==> src/rtl/alu_issue_packer_if.sv <==
`default_nettype none
// ============================================================================
// Module      : alu_issue_packer_if
// Description : Beat-input / bundle-output handshake bundle for alu_issue_packer.
// Revision    : 1.0 - initial release
// ============================================================================
interface alu_issue_packer_if;
  logic       in_valid;
  logic       in_ready;
  logic [7:0] in_oprand;
  logic [2:0] in_opcode;
  logic       out_valid;
  logic       out_ready;
  logic [8:0] opcodes;
  logic [31:0] oprands;
  logic [7:0] bundle_cnt;
  logic       drop;

  modport master (
    output in_valid, in_oprand, in_opcode, out_ready,
    input  in_ready, out_valid, opcodes, oprands, bundle_cnt, drop
  );

  modport slave (
    input  in_valid, in_oprand, in_opcode, out_ready,
    output in_ready, out_valid, opcodes, oprands, bundle_cnt, drop
  );
endinterface
`default_nettype wire

==> src/rtl/alu_issue_packer.sv <==
`default_nettype none
// ============================================================================
// Module      : alu_issue_packer
// Description : Packs four operand/opcode beats into one ALU issue bundle.
//               Optional partial-bundle timeout: define ALU_ISSUE_TIMEOUT_EN.
// Revision    : 1.0 - initial release
// ============================================================================
module alu_issue_packer #(
  parameter int TIMEOUT_CYCLES = 15
) (
  input  logic             clk,
  input  logic             rst,
  alu_issue_packer_if.slave bus
);

  localparam logic [1:0] c_last_beat = 2'd3;

  logic [1:0]  r_beat;
  logic [23:0] r_fill_oprands;
  logic [5:0]  r_fill_opcodes;
  logic        r_out_valid;
  logic [8:0]  r_opcodes;
  logic [31:0] r_oprands;
  logic [7:0]  r_bundle_cnt;

  logic w_in_ready;
  logic w_accept;
  logic w_last_accept;
  logic w_consume;
  logic w_expire;

  if (TIMEOUT_CYCLES < 1 || TIMEOUT_CYCLES > 255) begin : g_bad_timeout
    $error("alu_issue_packer: TIMEOUT_CYCLES must lie in 1..255");
  end

  // Only beat 3 can stall; earlier beats go to the fill register.
  assign w_in_ready    = (r_beat != c_last_beat) || !r_out_valid || bus.out_ready;
  assign w_accept      = bus.in_valid && w_in_ready;
  assign w_last_accept = w_accept && (r_beat == c_last_beat);
  assign w_consume     = r_out_valid && bus.out_ready;

`ifdef ALU_ISSUE_TIMEOUT_EN
  localparam logic [7:0] c_idle_last = 8'(TIMEOUT_CYCLES - 1);

  logic [7:0] r_idle;
  logic       r_drop;

  // Expiry is the last idle cycle; an arriving beat wins over the timeout.
  assign w_expire = (r_beat != 2'd0) && !w_accept && (r_idle == c_idle_last);

  always_ff @(posedge clk or posedge rst) begin
    if (rst) begin
      r_idle <= 8'd0;
      r_drop <= 1'b0;
    end else begin
      r_drop <= w_expire;
      if (w_accept || (r_beat == 2'd0) || w_expire) begin
        r_idle <= 8'd0;
      end else begin
        r_idle <= r_idle + 8'd1;
      end
    end
  end

  assign bus.drop = r_drop;
`else
  assign w_expire = 1'b0;
  assign bus.drop = 1'b0;
`endif

  always_ff @(posedge clk or posedge rst) begin
    if (rst) begin
      r_beat         <= 2'd0;
      r_fill_oprands <= 24'd0;
      r_fill_opcodes <= 6'd0;
    end else if (w_accept) begin
      r_beat <= r_beat + 2'd1;
      case (r_beat)
        2'd0: r_fill_oprands[23:16] <= bus.in_oprand;
        2'd1: begin
          r_fill_oprands[15:8] <= bus.in_oprand;
          r_fill_opcodes[5:3]  <= bus.in_opcode;
        end
        2'd2: begin
          r_fill_oprands[7:0]  <= bus.in_oprand;
          r_fill_opcodes[2:0]  <= bus.in_opcode;
        end
        default: ;
      endcase
    end else if (w_expire) begin
      r_beat         <= 2'd0;
      r_fill_oprands <= 24'd0;
      r_fill_opcodes <= 6'd0;
    end
  end

  // Output register only changes on a completed bundle, so it holds while stalled.
  always_ff @(posedge clk or posedge rst) begin
    if (rst) begin
      r_out_valid  <= 1'b0;
      r_opcodes    <= 9'd0;
      r_oprands    <= 32'd0;
      r_bundle_cnt <= 8'd0;
    end else begin
      if (w_last_accept) begin
        r_out_valid <= 1'b1;
        r_opcodes   <= {r_fill_opcodes, bus.in_opcode};
        r_oprands   <= {r_fill_oprands, bus.in_oprand};
      end else if (w_consume) begin
        r_out_valid <= 1'b0;
      end
      if (w_consume) begin
        r_bundle_cnt <= r_bundle_cnt + 8'd1;
      end
    end
  end

  assign bus.in_ready   = w_in_ready;
  assign bus.out_valid  = r_out_valid;
  assign bus.opcodes    = r_opcodes;
  assign bus.oprands    = r_oprands;
  assign bus.bundle_cnt = r_bundle_cnt;

endmodule
`default_nettype wire

==> src/flat_wrapper.sv <==
// flat-port wrapper written by rule: the top's interface ports become plain ports
module alu_issue_packer_flat 
#(
  parameter int TIMEOUT_CYCLES = 15
)
  (clk, rst, bus_in_valid, bus_in_oprand, bus_in_opcode, bus_out_ready, bus_in_ready, bus_out_valid, bus_opcodes, bus_oprands, bus_bundle_cnt, bus_drop);
  alu_issue_packer_if bus_i ();
  input  logic clk;
  input  logic rst;
  input wire logic [$bits(bus_i.in_valid)-1:0] bus_in_valid;
  input wire logic [$bits(bus_i.in_oprand)-1:0] bus_in_oprand;
  input wire logic [$bits(bus_i.in_opcode)-1:0] bus_in_opcode;
  input wire logic [$bits(bus_i.out_ready)-1:0] bus_out_ready;
  output wire logic [$bits(bus_i.in_ready)-1:0] bus_in_ready;
  output wire logic [$bits(bus_i.out_valid)-1:0] bus_out_valid;
  output wire logic [$bits(bus_i.opcodes)-1:0] bus_opcodes;
  output wire logic [$bits(bus_i.oprands)-1:0] bus_oprands;
  output wire logic [$bits(bus_i.bundle_cnt)-1:0] bus_bundle_cnt;
  output wire logic [$bits(bus_i.drop)-1:0] bus_drop;
  assign bus_i.in_valid = bus_in_valid;
  assign bus_i.in_oprand = bus_in_oprand;
  assign bus_i.in_opcode = bus_in_opcode;
  assign bus_i.out_ready = bus_out_ready;
  assign bus_in_ready = bus_i.in_ready;
  assign bus_out_valid = bus_i.out_valid;
  assign bus_opcodes = bus_i.opcodes;
  assign bus_oprands = bus_i.oprands;
  assign bus_bundle_cnt = bus_i.bundle_cnt;
  assign bus_drop = bus_i.drop;
  alu_issue_packer #(.TIMEOUT_CYCLES(TIMEOUT_CYCLES)) u_core (.clk(clk), .rst(rst), .bus(bus_i));
endmodule
==> config.mk <==
export PLATFORM = sky130hd
export DESIGN_NAME = alu_issue_packer_flat
export DESIGN_NICKNAME = d
export VERILOG_FILES = /design/src/rtl/alu_issue_packer_if.sv /design/src/rtl/alu_issue_packer.sv /design/src/flat_wrapper.sv
export SDC_FILE = /design/constraint.sdc
export NUM_CORES = 1
export LEC_CHECK = 0
export ABC_CLOCK_PERIOD_IN_PS = 3600
export CELL_PAD_IN_SITES_DETAIL_PLACEMENT = 1
export CELL_PAD_IN_SITES_GLOBAL_PLACEMENT = 1
export CORE_MARGIN = 3
export CORE_UTILIZATION = 25
export CTS_BUF_LIST = sky130_fd_sc_hd__clkbuf_8
export CTS_CLUSTER_SIZE = 12
export DETAILED_ROUTE_END_ITERATION = 8
export GPL_ROUTABILITY_DRIVEN = 0
export PLACE_DENSITY_LB_ADDON = 0.1
export SYNTH_ARGS = -nofsm -noshare
export SYNTH_HDL_FRONTEND = slang
export SYNTH_SLANG_ARGS = --single-unit
==> constraint.sdc <==
create_clock -name clk -period 3.6 [get_ports clk]
set_input_delay 0.72 -clock clk [delete_from_list [all_inputs] [get_ports clk]]
set_output_delay 0.72 -clock clk [all_outputs]
set_load 0.1 [all_outputs]
* Word-level counts from Yosys, hierarchy flattened
Cells that the tools add are included.
** Storage, ports and cells
- Logic and storage cells :: 29
- Output and inout bits :: 52
- Register bits after elaboration :: 82
- Input port bits :: 15
** Operators by class
- Eq/ne operators :: 4
- $add $sub $neg :: 2
- Reductions and logical operators :: 11
- Multiplexer cells :: 2
** Operators by type and width (count)
- $add A8 B1 Y8 const B :: 1
- $reduce_and A2 Y1 :: 3
- $eq A2 B2 Y1 const B :: 2
- $logic_and A1 B1 Y1 :: 3
- $add A2 B1 Y2 const B :: 1
- $eq A2 B1 Y1 const B :: 1
- $logic_not A2 Y1 :: 1
- $logic_or A1 B1 Y1 :: 2
- $mux W1 :: 2
- $ne A2 B2 Y1 const B :: 1
- $reduce_bool A2 Y1 :: 1
- $logic_not A1 Y1 :: 1

* Depth between registers and ports, before layout
Gate-level depths: netlist of run 1.
- Word-level depth :: 6
- Gate-level depth with buffers :: 6
- Gate-level depth less buffers :: 4

* Least setup slack after synthesis of run 1
Ideal clock, no wire load.
- Kind :: reg2reg
- From :: register u_core.r_out_valid (netlist: u_core.bus.out_valid)
- To :: register u_core.r_fill_oprands[16]
- Arrival time :: 2.285 ns
- Required time :: 3.473 ns
- Setup time :: 0.127 ns
- Cell stages (with the launch flop) :: 5
- Path buffers :: 1
- Setup slack :: 1.187 ns
- Period minus slack after synthesis :: 2.413 ns
- Cells stage by stage :: dfrtp_1 -> nand3b_4 -> and3_1 -> buf_6 -> mux2_1
** Between the ends
- Longest elaborated chain between the ends :: 5
** RTL lines
- start, declared :: RTL line alu_issue_packer.sv:21 : logic r_out_valid;
- start signal, assigned :: RTL line alu_issue_packer.sv:100 : r_out_valid <= 1'b0;
- start signal, assigned :: RTL line alu_issue_packer.sv:106 : r_out_valid <= 1'b1;
- start signal, assigned :: RTL line alu_issue_packer.sv:110 : r_out_valid <= 1'b0;
- $logic_not A1 Y1 :: RTL line alu_issue_packer.sv:37 : assign w_in_ready = (r_beat != c_last_beat) || !r_out_valid || bus.out_ready;
- $logic_or A1 B1 Y1 (2 in series) :: RTL line alu_issue_packer.sv:37
- via bus_in_ready :: RTL line flat_wrapper.sv:14 : output wire logic [$bits(bus_i.in_ready)-1:0] bus_in_ready;
- $logic_and A1 B1 Y1 :: RTL line alu_issue_packer.sv:38 : assign w_accept = bus.in_valid && w_in_ready;
- $reduce_and A2 Y1 (no source line)
- end signal, assigned :: RTL line alu_issue_packer.sv:79 : 2'd0: r_fill_oprands[23:16] <= bus.in_oprand;
- end, declared :: RTL line alu_issue_packer.sv:19 : logic [23:0] r_fill_oprands;
The timed path passes the listed nets, and every way through them passes these cells.
A chain may end at the register's enable or synchronous reset.

* Worst setup path in the final report of run 1
- From :: register u_core.r_bundle_cnt[2] (netlist: u_core.bus.bundle_cnt[2])
- To :: output port bus_bundle_cnt[2]
** RTL lines
- start, declared :: RTL line alu_issue_packer.sv:24 : logic [7:0] r_bundle_cnt;
- start signal, assigned :: RTL line alu_issue_packer.sv:113 : r_bundle_cnt <= r_bundle_cnt + 8'd1;
- end, declared :: RTL line flat_wrapper.sv:18 : output wire logic [$bits(bus_i.bundle_cnt)-1:0] bus_bundle_cnt;
No word-level cell between the ends.

==> results.md, run 1 <==
* Share of layout cells above drive strength 1 at between 30% and 40%
* Most frequent cells in the layout: dfrtp_1, clkdlybuf4s50_1, mux2_4
* Layout Nets at around 290
* Avg Cell Area, Syn at ~17 um2
* CP Capture Type: primary output
* Sink Count at 82
* GRT overflow at 0
* H-tree depth at 3
* Fillcell total at 1429
* Vias in the first global route at 1941
* Reg2reg end: u_core.bus.oprands[31]
* Max Clock Freq at roughly 380 MHz
* CP delay by family, top: buffers and inverters
* Max cap viols at 0
* DR vias/cell at ~4.1
* Initial antenna violation count at 0
* Row cnt at 42
* # Post-CTS Setup Buffers at 0
* Met1 WL at ~3200 um
* YS warnings at 0
* Type of the worst min-delay path: reg2reg
* Min-delay src: u_core.bus.bundle_cnt[7]
* IO Count at 67
* Crit path max-delay cell type: clkdlybuf4s50_1
* Critical path arrival at about 1.9 ns
* Metal2 WL at approximately 3300 um
* Seq/Total Area, Yosys at 59.66%
* Die Area at 0.01520 mm2
* Synthesized flop and latch total at 82
* Diodes inserted at 0
* Core ar. at ~0.013 mm2
* Post-Syn Instances at 201
* Wire per inst at between 15 and 20 um
* Area Growth Syn to Fin at 28.30%
* Met3 wire length at approximately 430 um
* TritonRoute pass-1 iters at 4
* CTS Buf Count at 9
* Hold buffers post-CTS at 0
* Max-slew violations at 0
* Crit-path cells: clkdlybuf4s50_1
* CTS root buf: clkbuf_8
* DRC viols at 0
* Worst endpoint required time at 2.88 ns
* IO Port Bufs at 65
* Final Setup Violations at 0
* RSZ-0062 raised after global routing: no
* Final Hold Fails at 0
* Maximum fanout along the worst path at 5
* Slew headroom at approximately a third
* Top sig layer: met4
* Startpoint types: flip-flop
* CP max stage delay at 1.16 ns
* DIE WIDTH at between 100 and 150 um
* Setup TNS at 0 ns
* Hold depth at 1
* Unique masters post-synth at 23
* Die Ht at between 100 and 150 um
* Final WL at about 7000 um
* RR Startpoint: u_core.r_beat[0]
* Status: finished clean
* Max clock buf depth at 2
* Setup Crit Path Kind: reg2out
* First-pass GRT wire length at around 11000 um
* Skew-Pair Late Insertion Delay at approximately 0.36 ns
* Commonest non-fill, non-tap cell in the layout: dfrtp_1
* Final Skew at about 0.011 ns
* CP bufs+invs at 1
* Synthesized cell area at around 0.0034 mm2
* Reg2reg setup slack at ~1.7 ns
* Worst Hold Path EP: u_core.bus.bundle_cnt[7]
* Transition time at the pin with the least slew margin at about 1.0 ns
* R2R depth at 5
* DRT antenna net count at 0
* Final worst-path cycle share at approximately 74%
* Largest net degree at the start of global routing at 51
* Dpl hpwl at 4833 um
* CTS tree: done
* Starting Density at 25.77%
* Min Clock Period, post-route at around 2.7 ns
* All-Layer GR Usage at between 10% and 20%
* Post-cts sizing count at 0
* DR vias at 1847
* Mapped Nets at about 220
* Clock transition at the registers of the reported paths at roughly 0.090 ns
* Starting DRC count in detailed routing at 59
-- cells in the mapped netlist --
library cell	count	area [um2]
xnor2_1	6	52.55
buf_12	4	80.08
nor3_1	1	5.000
mux2_4	40	600.6
conb_1	1	3.750
mux2_2	28	315.3
buf_6	4	45.04
nor2_1	1	3.750
nor2b_4	1	13.76
ha_1	5	62.56
nand3_1	1	5.000
and3_4	2	22.52
inv_1	3	11.26
mux2_1	5	56.30
xor2_1	2	17.52
nand4_1	1	6.260
buf_4	1	7.510
dfrtp_1	82	2052
nand3b_4	1	20.02
nand2_1	8	30.03
and4_2	1	10.01
and3_1	2	12.51
nand2b_1	1	6.260
-- per-layer routing --
| metal | GRT usage [%] | up-vias |
|---|---|---|
| met5 | 0 | - |
| met4 | 3.114 | 0 |
| met3 | 4.620 | 5 |
| met2 | 14.75 | 46 |
| met1 | 13.22 | 962 |
| li1 | - | 834 |
-- through the flow --
stage / setup slack, ns / cells / util [%] / cell area (um2) / hold WS (ns)
floorplan: 0.7716 / 201 / - / 3440 / 0.4522
global placement: 1.041 / 436 / 31.72 / 4234 / 0.4682
detailed placement: 1.007 / 436 / 31.72 / 4234 / 0.4708
CTS: 0.8953 / 452 / 33.06 / 4413 / 0.4873
global route: 0.8557 / 452 / 33.06 / 4413 / 0.4970
finish: 0.9395 / 452 / 33.06 / 4413 / 0.4789
-- cell families after synthesis --
kind of cell / Yosys count / synth area share, %
flops: 82 / 59.66
mux: 73 / 28.26
simple gates: 20 / 3.928
buf+inv: 12 / 4.183
xor+xnor: 8 / 2.037
fa+ha+maj: 5 / 1.819
other cells: 1 / 0.1090
-- sequential cells by signal, indices dropped and copies added, names as in the netlist --
register               count
u_core.bus.bundle_cnt      8
u_core.bus.opcodes         9
u_core.bus.oprands        32
u_core.bus.out_valid       1
u_core.r_beat              2
u_core.r_fill_opcodes      6
u_core.r_fill_oprands     24
-- worst register-to-register path, cell delays in order, from the launching register on --
cell	delay, ns
dfrtp_1	0.43
ha_1	0.24
nand2_1	0.12
nor2b_4	0.40
buf_12	0.25
mux2_2	0.35
-- cell type report --
cell class	instances	area (um2)	share of cell area, %
inverter	3	12.51	0.2835
clock inverter	6	41.29	0.9356
timing repair buffer	68	705.7	15.99
clock buffer	10	137.6	3.119
sequential	82	2052	46.50
tap	176	220.2	4.990
multi-input combinational	107	1244	28.18
-- worst max-delay path by stage --
stage,from,end,cells after the start,slack [ns]
floorplan,rst,u_core.bus.bundle_cnt[0],1,0.77
global placement,bus_out_ready,u_core.bus.oprands[31],5,1.04
detailed placement,bus_out_ready,u_core.bus.oprands[31],5,1.01
CTS,u_core.bus.bundle_cnt[2],bus_bundle_cnt[2],1,0.90
global route,u_core.bus.bundle_cnt[2],bus_bundle_cnt[2],1,0.86
finish,u_core.bus.bundle_cnt[2],bus_bundle_cnt[2],1,0.94
Power of run 1 is left out: the tool's default activity adds up to more than one toggle a clock period on the data nets, which glitch-free logic cannot reach.
==> run 2, diff against run 1 <==
--- a/config.mk
+++ b/config.mk
@@ -5,7 +5,7 @@
 export SDC_FILE = /design/constraint.sdc
 export NUM_CORES = 1
 export LEC_CHECK = 0
-export ABC_CLOCK_PERIOD_IN_PS = 3600
+export ABC_CLOCK_PERIOD_IN_PS = 2600
 export CELL_PAD_IN_SITES_DETAIL_PLACEMENT = 1
 export CELL_PAD_IN_SITES_GLOBAL_PLACEMENT = 1
 export CORE_MARGIN = 3
==> constraint.sdc (replaced) <==
create_clock -name clk -period 2.6 [get_ports clk]
set_input_delay 0.52 -clock clk [delete_from_list [all_inputs] [get_ports clk]]
set_output_delay 0.52 -clock clk [all_outputs]
set_load 0.1 [all_outputs]
==> results.md, run 2 (same netlist as run 1, synthesis figures left out) <==
* Status: finished clean
* Layout Nets at 293 (+0.69%)
* Final Hold Fails at 0 (unchanged)
* Crit path max-delay cell type: clkdlybuf4s50_1
* Fillcell total at 1411 (-1.3%)
* CTS root buf: clkbuf_8
* Share of layout cells above drive strength 1 at 52.52% (+18 points)
* DRC viols at 0 (unchanged)
* CP max stage delay at 0.53 ns (-0.63 ns)
* Most frequent cells in the layout: dfrtp_1, buf_4, mux2_4
* RR Startpoint: u_core.r_beat[0]
* Post-cts sizing count at 0 (unchanged)
* Commonest non-fill, non-tap cell in the layout: dfrtp_1
* # Post-CTS Setup Buffers at 0 (unchanged)
* Max cap viols at 0 (unchanged)
* IO Count at 67 (unchanged)
* RSZ-0062 raised after global routing: no
* Max-slew violations at 0 (unchanged)
* Max FFs per register at 32 (unchanged)
* CP bufs+invs at 2 (+1)
* DR vias/cell at 4.007 (-1.9%)
* Final Skew at 0.01433 ns (+0.003284 ns)
* Type of the worst min-delay path: in2async
* Largest net degree at the start of global routing at 49 (-3.9%)
* Setup TNS at 0 ns (unchanged)
* Critical path arrival at 1.44 ns (-0.50 ns)
* Starting DRC count in detailed routing at 91 (+54%)
* Startpoint types: input port
* Row cnt at 42 (unchanged)
* Starting Density at 25.77% (unchanged)
* Worst endpoint required time at 2.08 ns (-0.80 ns)
* Initial antenna violation count at 0 (unchanged)
* All-Layer GR Usage at 10.03% (-0.020 points)
* Fin area at 0.004380 mm2 (-0.74%)
* Clock transition at the registers of the reported paths at 0.08 ns (about the same)
* Wire per inst at 15.41 um (-1.1%)
* Max Clock Freq at 510.1 MHz
* Maximum fanout along the worst path at 5 (unchanged)
* First-pass GRT wire length at 11230 um (-0.61%)
* Multi-input gate area at 0.001244 mm2 (unchanged)
* Die Ht at 123.3 um (unchanged)
* DIE WIDTH at 123.3 um (unchanged)
* DRT antenna net count at 0 (unchanged)
* IO Port Bufs at 65 (unchanged)
* Setup Crit Path Kind: in2out
* Final WL at 6998 um (-0.64%)
* Diodes inserted at 0 (unchanged)
* CTS Buf Count at 9 (unchanged)
* Sink Count at 82 (unchanged)
* GRT overflow at 0 (unchanged)
* Critical path origin: bus_out_ready
* CTS tree: done
* TritonRoute pass-1 iters at 3 (-1)
* Dpl hpwl at 4705 um (-2.6%)
* Area Growth Syn to Fin at 27.36%
* H-tree depth at 3 (unchanged)
* Max clock buf depth at 2 (unchanged)
* Seq. cell area at 0.002052 mm2 (unchanged)
* Vias in the first global route at 1945 (+0.21%)
* Final worst-path cycle share at between 70% and 80%
* DR vias at 1819 (-1.5%)
* Crit-path cells: clkdlybuf4s50_1 -> nand3b_4 -> buf_12
* Min Clock Period, post-route at slightly below 2 ns
* Skew-Pair Late Insertion Delay at 0.36 ns (about the same)
* CP delay by family, top: buffers and inverters
* Core ar. at 0.01335 mm2 (unchanged)
* Area of placed instances at 0.004129 mm2 (-2.5%)
* Hold buffers post-CTS at 0 (unchanged)
* CP Capture Type: primary output
* Die Area at 0.01520 mm2 (unchanged)
* Final Setup Violations at 0 (unchanged)
[run 2: path summary, 6_finish.rpt]
check | endpoint | slack [ns] | depth (start not counted)
max | bus_in_ready | 0.64 | 3
min | u_core.bus.bundle_cnt[7] | 0.47 | 2
max reg2reg | u_core.bus.oprands[31] | 0.93 | 5
min reg2reg | u_core.bus.bundle_cnt[7] | 0.49 | 1
max in group asynchronous | u_core.bus.oprands[6] | 1.52 | 3
min in group clk | u_core.bus.bundle_cnt[7] | 0.49 | 1
[run 2: cell type report]
type | instances | area share, %
Tap cell | 176 | 5.027
Clock buffer | 10 | 3.142
Sequential cell | 82 | 46.84
Clock inverter | 6 | 2.599
Timing Repair Buffer | 70 | 13.65
Inverter | 3 | 0.3428
Multi-Input combinational cell | 107 | 28.39
[run 2: routing by layer]
layer / up-vias / share of wire (%) / track usage, %
met5: - / 0 / 0
met4: 0 / 2.3 / 5.398
met2: 43 / 45 / 13.63
met3: 13 / 5.7 / 3.111
met1: 932 / 47 / 14.12
li1: 831 / - / -
[run 2: worst register-to-register path: cells and delay by family, from the launching register on]
family,cells,cell delay (ns)
mux,1,0.37
fa+ha+maj,1,0.25
flops,1,0.42
buf+inv,1,0.25
simple gates,2,0.28
[run 2: metrics by stage]
stage          hold slack [ns]  worst slack, ns  utilization, %  std cells
5_1_grt                 0.4837           0.5795           32.82        454
2_1_floorplan           0.4522           0.1873               -        201
6_report                0.4736           0.6395           32.82        454
3_3_place_gp            0.4644           0.4292           30.93        438
4_1_cts                 0.4574           0.6194           32.82        454
3_5_place_dp            0.4761           0.4389           30.93        438
Power of run 2 is left out for the same reason.
